[config.mk]
export PLATFORM = sky130hd
export DESIGN_NAME = wb_stage
export DESIGN_NICKNAME = d
export VERILOG_FILES = /design/src/rtl/wb_stage_pkg.sv /design/src/rtl/wb_stage_load_align.sv /design/src/rtl/wb_stage.sv
export SDC_FILE = /design/constraint.sdc
export NUM_CORES = 1
export LEC_CHECK = 0
export CORE_MARGIN = 2
export CORE_UTILIZATION = 50
export DETAILED_ROUTE_END_ITERATION = 8
export PLACE_DENSITY = 0.88
export RECOVER_POWER = 50
export SLEW_MARGIN = 15
export SYNTH_ARGS = -nofsm -noshare
export SYNTH_HDL_FRONTEND = slang
export SYNTH_HIERARCHICAL = 1
export SYNTH_SLANG_ARGS = --single-unit
[constraint.sdc]
create_clock -name clk -period 5.38 [get_ports clk]
set_input_delay 1.076 -clock clk [delete_from_list [all_inputs] [get_ports clk]]
set_output_delay 1.076 -clock clk [all_outputs]
set_load 0.03 [all_outputs]
[src/rtl/wb_stage_pkg.sv]
// Shared definitions for the write-back stage: FSM encoding, load-type bundle
// and register-file constants.
package wb_stage_pkg;

    typedef enum logic [1:0] {
        IDLE  = 2'd0,
        WAIT  = 2'd1,
        WRITE = 2'd2
    } wb_state_e;

    typedef struct packed {
        logic lb;
        logic lbu;
        logic lh;
        logic lhu;
        logic lw;
        logic lwl;
        logic lwr;
    } load_type_t;

    localparam logic [4:0]   ZERO_REG = 5'd0;
    localparam int unsigned  WORD_W   = 32;

endpackage

[src/rtl/wb_stage_load_align.sv]
// Load data alignment: byte/half extraction with sign/zero extension and the
// LWL/LWR merge with the old rt value. Purely combinational.
module load_align
    import wb_stage_pkg::*;
(
    input  load_type_t          ld_type,
    input  logic [1:0]          off,
    input  logic [WORD_W-1:0]   m,
    input  logic [WORD_W-1:0]   rt,
    output logic [WORD_W-1:0]   wdata
);

    logic [7:0]  byte_sel;
    logic [15:0] half_sel;

    always_comb begin
        byte_sel = m[{off, 3'b000} +: 8];
        half_sel = off[1] ? m[31:16] : m[15:0];
        wdata    = m;
        if (ld_type.lb) begin
            wdata = {{24{byte_sel[7]}}, byte_sel};
        end else if (ld_type.lbu) begin
            wdata = {24'd0, byte_sel};
        end else if (ld_type.lh) begin
            wdata = {{16{half_sel[15]}}, half_sel};
        end else if (ld_type.lhu) begin
            wdata = {16'd0, half_sel};
        end else if (ld_type.lwl) begin
            case (off)
                2'd0:    wdata = {m[7:0],  rt[23:0]};
                2'd1:    wdata = {m[15:0], rt[15:0]};
                2'd2:    wdata = {m[23:0], rt[7:0]};
                default: wdata = m;
            endcase
        end else if (ld_type.lwr) begin
            case (off)
                2'd0:    wdata = m;
                2'd1:    wdata = {rt[31:24], m[31:8]};
                2'd2:    wdata = {rt[31:16], m[31:16]};
                default: wdata = {rt[31:8],  m[31:24]};
            endcase
        end
    end

endmodule

[src/rtl/wb_stage.sv]
// Write-back stage: holds the last pipeline slot, waits for load data from
// the cache, aligns it and drives the single register-file write port.
module wb_stage
    import wb_stage_pkg::*;
#(
    parameter int unsigned DATA_W = 32,
    parameter int unsigned REG_AW = 5
) (
    input  logic              clk,
    input  logic              reset,
    input  logic              WB_stall,
    input  logic              MEM_goto_WB,
    input  logic [31:0]       MEM_pc,
    input  logic [31:0]       MEM_inst,
    input  logic [REG_AW-1:0] MEM_dest,
    input  logic [DATA_W-1:0] MEM_alu_result,
    input  logic [DATA_W-1:0] MEM_rt_value,
    input  logic              MEM_load,
    input  logic              MEM_LB,
    input  logic              MEM_LBU,
    input  logic              MEM_LH,
    input  logic              MEM_LHU,
    input  logic              MEM_LW,
    input  logic              MEM_LWL,
    input  logic              MEM_LWR,
    input  logic [DATA_W-1:0] ld_data,
    input  logic              ld_data_valid,
    output logic              WB_busy,
    output logic [3:0]        RF_wen,
    output logic [REG_AW-1:0] RF_waddr,
    output logic [DATA_W-1:0] RF_wdata,
    output logic              WB_valid,
    output logic [31:0]       WB_pc
);

    wb_state_e         state_q, state_d;
    logic              valid_q, valid_d;
    logic [31:0]       pc_q, pc_d;
    logic [31:0]       inst_q, inst_d;
    logic [REG_AW-1:0] dest_q, dest_d;
    logic [DATA_W-1:0] alu_q, alu_d;
    logic [DATA_W-1:0] rt_q, rt_d;
    logic              load_q, load_d;
    load_type_t        ld_type_q, ld_type_d;
    logic [DATA_W-1:0] buf_q, buf_d;

    logic              accept;
    logic              write_en;
    logic [DATA_W-1:0] aligned;
    logic              unused_inst;

    load_align u_align (
        .ld_type (ld_type_q),
        .off     (alu_q[1:0]),
        .m       (buf_q),
        .rt      (rt_q),
        .wdata   (aligned)
    );

    always_ff @(posedge clk) begin
        if (reset) begin
            state_q   <= IDLE;
            valid_q   <= 1'b0;
            pc_q      <= '0;
            inst_q    <= '0;
            dest_q    <= '0;
            alu_q     <= '0;
            rt_q      <= '0;
            load_q    <= 1'b0;
            ld_type_q <= '0;
            buf_q     <= '0;
        end else begin
            state_q   <= state_d;
            valid_q   <= valid_d;
            pc_q      <= pc_d;
            inst_q    <= inst_d;
            dest_q    <= dest_d;
            alu_q     <= alu_d;
            rt_q      <= rt_d;
            load_q    <= load_d;
            ld_type_q <= ld_type_d;
            buf_q     <= buf_d;
        end
    end

    // Accept can only happen in IDLE, so the WAIT/WRITE branch never overlaps it.
    always_comb begin
        accept    = !WB_stall && !WB_busy;
        state_d   = state_q;
        valid_d   = valid_q;
        pc_d      = pc_q;
        inst_d    = inst_q;
        dest_d    = dest_q;
        alu_d     = alu_q;
        rt_d      = rt_q;
        load_d    = load_q;
        ld_type_d = ld_type_q;
        buf_d     = buf_q;
        if (accept) begin
            valid_d   = MEM_goto_WB;
            pc_d      = MEM_goto_WB ? MEM_pc         : '0;
            inst_d    = MEM_goto_WB ? MEM_inst       : '0;
            dest_d    = MEM_goto_WB ? MEM_dest       : '0;
            alu_d     = MEM_goto_WB ? MEM_alu_result : '0;
            rt_d      = MEM_goto_WB ? MEM_rt_value   : '0;
            load_d    = MEM_goto_WB && MEM_load;
            ld_type_d = MEM_goto_WB
                      ? {MEM_LB, MEM_LBU, MEM_LH, MEM_LHU, MEM_LW, MEM_LWL, MEM_LWR}
                      : '0;
            state_d   = (MEM_goto_WB && MEM_load) ? WAIT : IDLE;
        end else if (!WB_stall) begin
            case (state_q)
                WAIT: begin
                    if (ld_data_valid) begin
                        buf_d   = ld_data;
                        state_d = WRITE;
                    end
                end
                WRITE:   state_d = IDLE;
                default: state_d = IDLE;
            endcase
        end
    end

    always_comb begin
        WB_busy  = (state_q == WAIT) || (state_q == WRITE);
        write_en = !WB_stall && valid_q && (dest_q != ZERO_REG)
                 && (((state_q == IDLE) && !load_q) || (state_q == WRITE));
        RF_wen   = write_en ? 4'hF : 4'h0;
        RF_waddr = dest_q;
        RF_wdata = (state_q == WRITE) ? aligned : alu_q;
        WB_valid = valid_q;
        WB_pc    = pc_q;
    end

    assign unused_inst = ^inst_q;

endmodule

==> results of run 1 <==
worst paths after layout:
check | from | to | slack [ns] | depth (start not counted)
worst max-delay path | alu_q[1] | RF_wdata[31] | 0.81 | 8
worst min-delay path | WB_pc[29] | WB_pc[29] | 0.45 | 2
worst max register to register | state_q[0] | rt_q[28] | 1.37 | 6
worst min register to register | WB_pc[29] | WB_pc[29] | 0.45 | 2
worst reg2reg max path, cell delays in order, from the launching register on:
cell and delay [ns]:
dfxtp_1 0.37, inv_1 0.08, ha_1 0.37, nor2_1 1.12, clkbuf_2 1.45, nand3_1 0.31, a21oi_1 0.23
state kept, by name, indices dropped and copies added, names as in the netlist:
| name | count |
|---|---|
| buf_q | 32 |
| RF_waddr | 5 |
| WB_pc | 32 |
| rt_q | 32 |
| ld_type_q | 6 |
| WB_valid | 1 |
| state_q | 2 |
| load_q | 1 |
| alu_q | 32 |
per-stage QoR:
step                cells  instance area [um2]   util  hold WS (ns)
global route         1321                10200  0.678         0.470
floorplan             968                 7670      -         0.428
finish               1321                10200  0.678         0.446
global placement     1288                 9620  0.638         0.436
CTS                  1320                10200  0.678         0.452
detailed placement   1288                 9620  0.638         0.445
metal layers:
metal	routed length [um]	GRT usage	vias to the layer above
li1	-	-	3746
met1	9790	0.370	3700
met2	11900	0.500	431
met3	2310	0.0835	81
met4	879	0.120	0
met5	0	0	-
cells in the final DEF (no fill, tap or decap), types with 3 or more instances in the layout:
cell type	count
inv_1	3
o32ai_1	3
o221ai_1	8
ha_1	4
o211ai_1	6
a31o_2	5
a21oi_1	184
a22o_1	8
nand2_1	189
nor3_1	11
a21o_1	3
o22ai_1	5
clkinvlp_4	4
clkdlybuf4s50_1	177
nor2_1	26
clkinv_2	3
clkbuf_16	17
o21ai_0	9
a31o_1	11
bufinv_16	3
dfxtp_1	142
nor2b_1	5
a221o_1	8
nand3_1	121
mux2_2	59
a221oi_1	13
mux2i_1	26
buf_4	12
dlygate4sd3_1	40
power by group:
group / leakage [nW] / internal, mW / switching (mW)
Sequential: 1.16 / 1.09 / 0.0252
Clock: 0.292 / 0.754 / 0.467
Combinational: 2.22 / 0.206 / 0.237
layout make-up:
class / count / share of cell area
multi-input combinational: 723 / 0.412
sequential: 143 / 0.280
tap: 188 / 0.0230
timing repair buffer: 231 / 0.223
clock buffer: 19 / 0.0443
clock inverter: 13 / 0.0158
inverter: 4 / 0.00147
==> flow_metrics.env, run 1 <==
export IMPL_ant_nets=0
export IMPL_grt_antenna_before_repair=0
export IMPL_vdd_drop_max_mv=0.225
export IMPL_setup_viol=0
export IMPL_grt_ovfl_total=0
export IMPL_relSlewSlack=-0.170
export IMPL_clkSinkCount=143
export IMPL_drive_gt1_frac=0.107
export IMPL_vias=7958
export IMPL_avgSynthCellArea_um2=7.92
export IMPL_critPathLaunchType="flip-flop"
export IMPL_worstSetupEndpointType="output port"
export IMPL_syn_area_um2=7670
export IMPL_cts_reportedPaths_clkPinSlew_ns=0.06
export IMPL_clk_latency_ns=0.42
export IMPL_path_class="flip-flop to output port"
export IMPL_die_area_um2=16300
export IMPL_preCtsSetupSlack_ns=1.23
export IMPL_cts_hold_buffers=0
export IMPL_fillers=1223
export IMPL_maxCapViolCount=1
export IMPL_grt_start_max_net_pins=110
export IMPL_start_util=0.508
export IMPL_cts_buffers=17
export IMPL_register_area_um2=2860
export IMPL_hold_path_class="flip-flop to flip-flop"
export IMPL_final_setup_tns_ns=0
export IMPL_syn_instance_count=968
export IMPL_skew_ns=0.00888
export IMPL_critPathMaxStageDelay_ns=0.61
export IMPL_cts_resized_gates=0
export IMPL_cp_top_family="buffers and inverters"
export IMPL_period_needed_ns=4.57
export IMPL_crit_buf_inv=3
export IMPL_drt_first_pass_iters=6
export IMPL_first_global_vias=7553
export IMPL_worst_slack_ns=0.809
export IMPL_rows=45
export IMPL_cp_cell_sequence="buf_4 > buf_4 > mux2_2 > mux2i_1 > nand2_1 > a31o_2 > mux2_2 > clkdlybuf4s50_1"
export IMPL_cellLeakagePower_nw=3.67
export IMPL_slowest_stage="clkdlybuf4s50_1"
export IMPL_crit_arrival_ns=3.50
export IMPL_drtIter0Drc=796
export IMPL_multi_input_area_um2=4220
export IMPL_area_growth_pct=33.5
export IMPL_post_cts_buffers=0
export IMPL_fmaxAchievable_mhz=219
export IMPL_finalPower_mw=2.78
export IMPL_rsz0062_at_grt="false"
export IMPL_port_buffers=219
export IMPL_hold_viol=0
export IMPL_core_area_um2=15100
export IMPL_place_congestion=0.959
export IMPL_finalCritPeriodShare=0.850
export IMPL_htree_num_levels=4
export IMPL_design_portCount=253
export IMPL_dpl_hpwl_um=16900
export IMPL_grt_pass1_wl_um=39000
export IMPL_antennaDiodeCount=0
export IMPL_cts_buffer_depth=2
export IMPL_wl_um=24900
export IMPL_slew_violations=89
export IMPL_yosysWarnings=6
export IMPL_crit_path_max_fanout=39
export IMPL_die_h_um=128
export IMPL_nets=1302
export IMPL_die_w_um=128
export IMPL_syn_num_nets=1150
export IMPL_wl_per_cell_um=18.8
export IMPL_drc=0
export IMPL_run_status="finished, violations left"
export IMPL_track_usage=0.301
export IMPL_power_density_nw_per_um2=272
export IMPL_viasPerCell=6.02
export IMPL_cts_tree="done"
export IMPL_cts_root_buf="clkbuf_16"
export IMPL_worst_pin_slew_ns=1.76
export IMPL_required_ns=4.30
export IMPL_violations="max-capacitance violations, max-slew violations"
(Power assumes the default switching activity.)
==> inputs of run 2 (changes only) <==
--- a/config.mk
+++ b/config.mk
@@ -6,9 +6,9 @@
 export NUM_CORES = 1
 export LEC_CHECK = 0
 export CORE_MARGIN = 2
-export CORE_UTILIZATION = 50
+export CORE_UTILIZATION = 47
 export DETAILED_ROUTE_END_ITERATION = 8
-export PLACE_DENSITY = 0.88
+export PLACE_DENSITY = 0.84
 export RECOVER_POWER = 50
 export SLEW_MARGIN = 15
 export SYNTH_ARGS = -nofsm -noshare
==> constraint.sdc (replaced) <==
create_clock -name clk -period 4.3 [get_ports clk]
set_input_delay 0.86 -clock clk [delete_from_list [all_inputs] [get_ports clk]]
set_output_delay 0.86 -clock clk [all_outputs]
set_load 0.03 [all_outputs]
==> flow_metrics.env, run 2 (same netlist as run 1, synthesis figures left out) <==
export IMPL_design_portCount=253
export IMPL_cellLeakagePower_nw=3.69
export IMPL_wl_um=24300
export IMPL_wl_per_cell_um=18.0
export IMPL_post_cts_buffers=0
export IMPL_r2r_cells=6
export IMPL_hold_path_end="WB_pc[23]"
export IMPL_layout_commonest_cell="nand2_1"
export IMPL_track_usage=0.276
export IMPL_area_growth_pct=34.3
export IMPL_violations="max-capacitance violations, max-slew violations"
export IMPL_critPathLaunchType="flip-flop"
export IMPL_vdd_drop_max_mv=0.281
export IMPL_rrSetupSlack_ns=0.64
export IMPL_grt_antenna_before_repair=0
export IMPL_grt_ovfl_total=0
export IMPL_cts_buffers=17
export IMPL_drive_gt1_frac=0.109
export IMPL_fillers=1406
export IMPL_worstSetupEndpointType="output port"
export IMPL_r2r_end="WB_pc[31]"
export IMPL_run_status="finished, violations left"
export IMPL_drtIter0Drc=615
export IMPL_cts_buffer_depth=2
export IMPL_power_density_nw_per_um2=336
export IMPL_final_setup_tns_ns=0
export IMPL_die_h_um=132
export IMPL_cts_reportedPaths_clkPinSlew_ns=0.06
export IMPL_cts_root_buf="clkbuf_16"
export IMPL_maxCapViolCount=1
export IMPL_cts_hold_buffers=0
export IMPL_first_global_vias=7551
export IMPL_crit_path_max_fanout=29
export IMPL_worst_pin_slew_ns=2.56
export IMPL_rows=46
export IMPL_hold_path_class="flip-flop to flip-flop"
export IMPL_start_util=0.481
export IMPL_final_cell_mix="nand2_1 (189), a21oi_1 (184), clkdlybuf4s50_1 (178)"
export IMPL_hold_ws_ns=0.448
export IMPL_antennaDiodeCount=0
export IMPL_rsz0062_at_grt="false"
export IMPL_period_needed_ns=4.21
export IMPL_dpl_hpwl_um=17300
export IMPL_cts_resized_gates=0
export IMPL_die_area_um2=17400
export IMPL_core_area_um2=15900
export IMPL_hold_path_depth=2
export IMPL_drt_first_pass_iters=5
export IMPL_clkSinkCount=143
export IMPL_port_buffers=219
export IMPL_grt_pass1_wl_um=39000
export IMPL_relSlewSlack=-0.710
export IMPL_cp_cell_sequence="buf_4 > mux2i_1 > a21oi_1 > o221ai_1 > o21ai_0 > mux2_2 > clkdlybuf4s50_1"
export IMPL_place_congestion=0.943
export IMPL_drc=0
export IMPL_setup_viol=0
export IMPL_crit_buf_inv=2
export IMPL_critPathMaxStageDelay_ns=0.69
export IMPL_min_from="WB_pc[23]"
export IMPL_vias=7706
export IMPL_hold_viol=0
export IMPL_fmaxAchievable_mhz=238
export IMPL_ant_nets=0
export IMPL_die_w_um=132
export IMPL_clk_latency_ns=0.42
export IMPL_required_ns=3.44
export IMPL_slew_violations=38
export IMPL_cp_top_family="buffers and inverters"
export IMPL_cts_tree="done"
export IMPL_htree_num_levels=4
export IMPL_crit_arrival_ns=3.35
export IMPL_path_class="flip-flop to output port"
export IMPL_skew_ns=0.00797
export IMPL_viasPerCell=5.69
export IMPL_slowest_stage="dfxtp_1"
export IMPL_finalCritPeriodShare=0.979
export IMPL_grt_start_max_net_pins=110
export IMPL_nets=1308
export IMPL_r2r_start="state_q[0]"
run 2: stage by stage:
stage / instance area (um2) / setup WS [ns] / instances / power (mW) / util
CTS: 10300 / 0.157 / 1354 / 3.48 / 0.647
finish: 10300 / 0.0905 / 1354 / 3.46 / 0.646
detailed placement: 9710 / 0.580 / 1323 / 1.98 / 0.609
global placement: 9710 / 0.626 / 1323 / 1.98 / 0.609
global route: 10300 / 0.0130 / 1354 / 3.58 / 0.646
floorplan: 7670 / 1.63 / 968 / 1.74 / -
run 2: layer usage:
layer	up-vias	wire (um)	global-route usage	share of wire
met5	-	0	0	0
met4	0	705	0.109	0.029
met3	56	2230	0.0857	0.092
met2	339	11500	0.455	0.47
met1	3560	9850	0.338	0.40
li1	3751	-	-	-
run 2: final cells by class:
type | instances | area (um2) | share of cell area
tap | 216 | 270 | 0.0262
sequential | 143 | 2860 | 0.278
clock buffer | 21 | 460 | 0.0447
clock inverter | 10 | 136 | 0.0132
timing repair buffer | 237 | 2330 | 0.227
inverter | 4 | 15.0 | 0.00146
multi-input combinational | 723 | 4220 | 0.410
run 2: worst max-delay path by stage:
stage                   from            to  slack (ns)  cells past startpoint
floorplan           alu_q[1]  RF_wdata[21]        1.63                      7
global placement    alu_q[1]  RF_wdata[28]        0.63                      7
detailed placement  WB_stall     RF_wen[0]        0.58                      3
CTS                 alu_q[1]  RF_wdata[29]        0.16                      7
global route        alu_q[1]  RF_wdata[29]        0.01                      7
finish              alu_q[0]  RF_wdata[15]        0.09                      7
run 2: tightest hold or removal path: stages (launching register included):
cell     delay (ns)
dfxtp_1        0.30
nand2_1        0.05
a21oi_1        0.05
run 2: where the power goes:
part	internal [mW]	total [mW]	switching [mW]
clock	0.938	1.51	0.567
combinational	0.262	0.551	0.289
sequential	1.37	1.41	0.0360
total	2.57	3.46	0.893
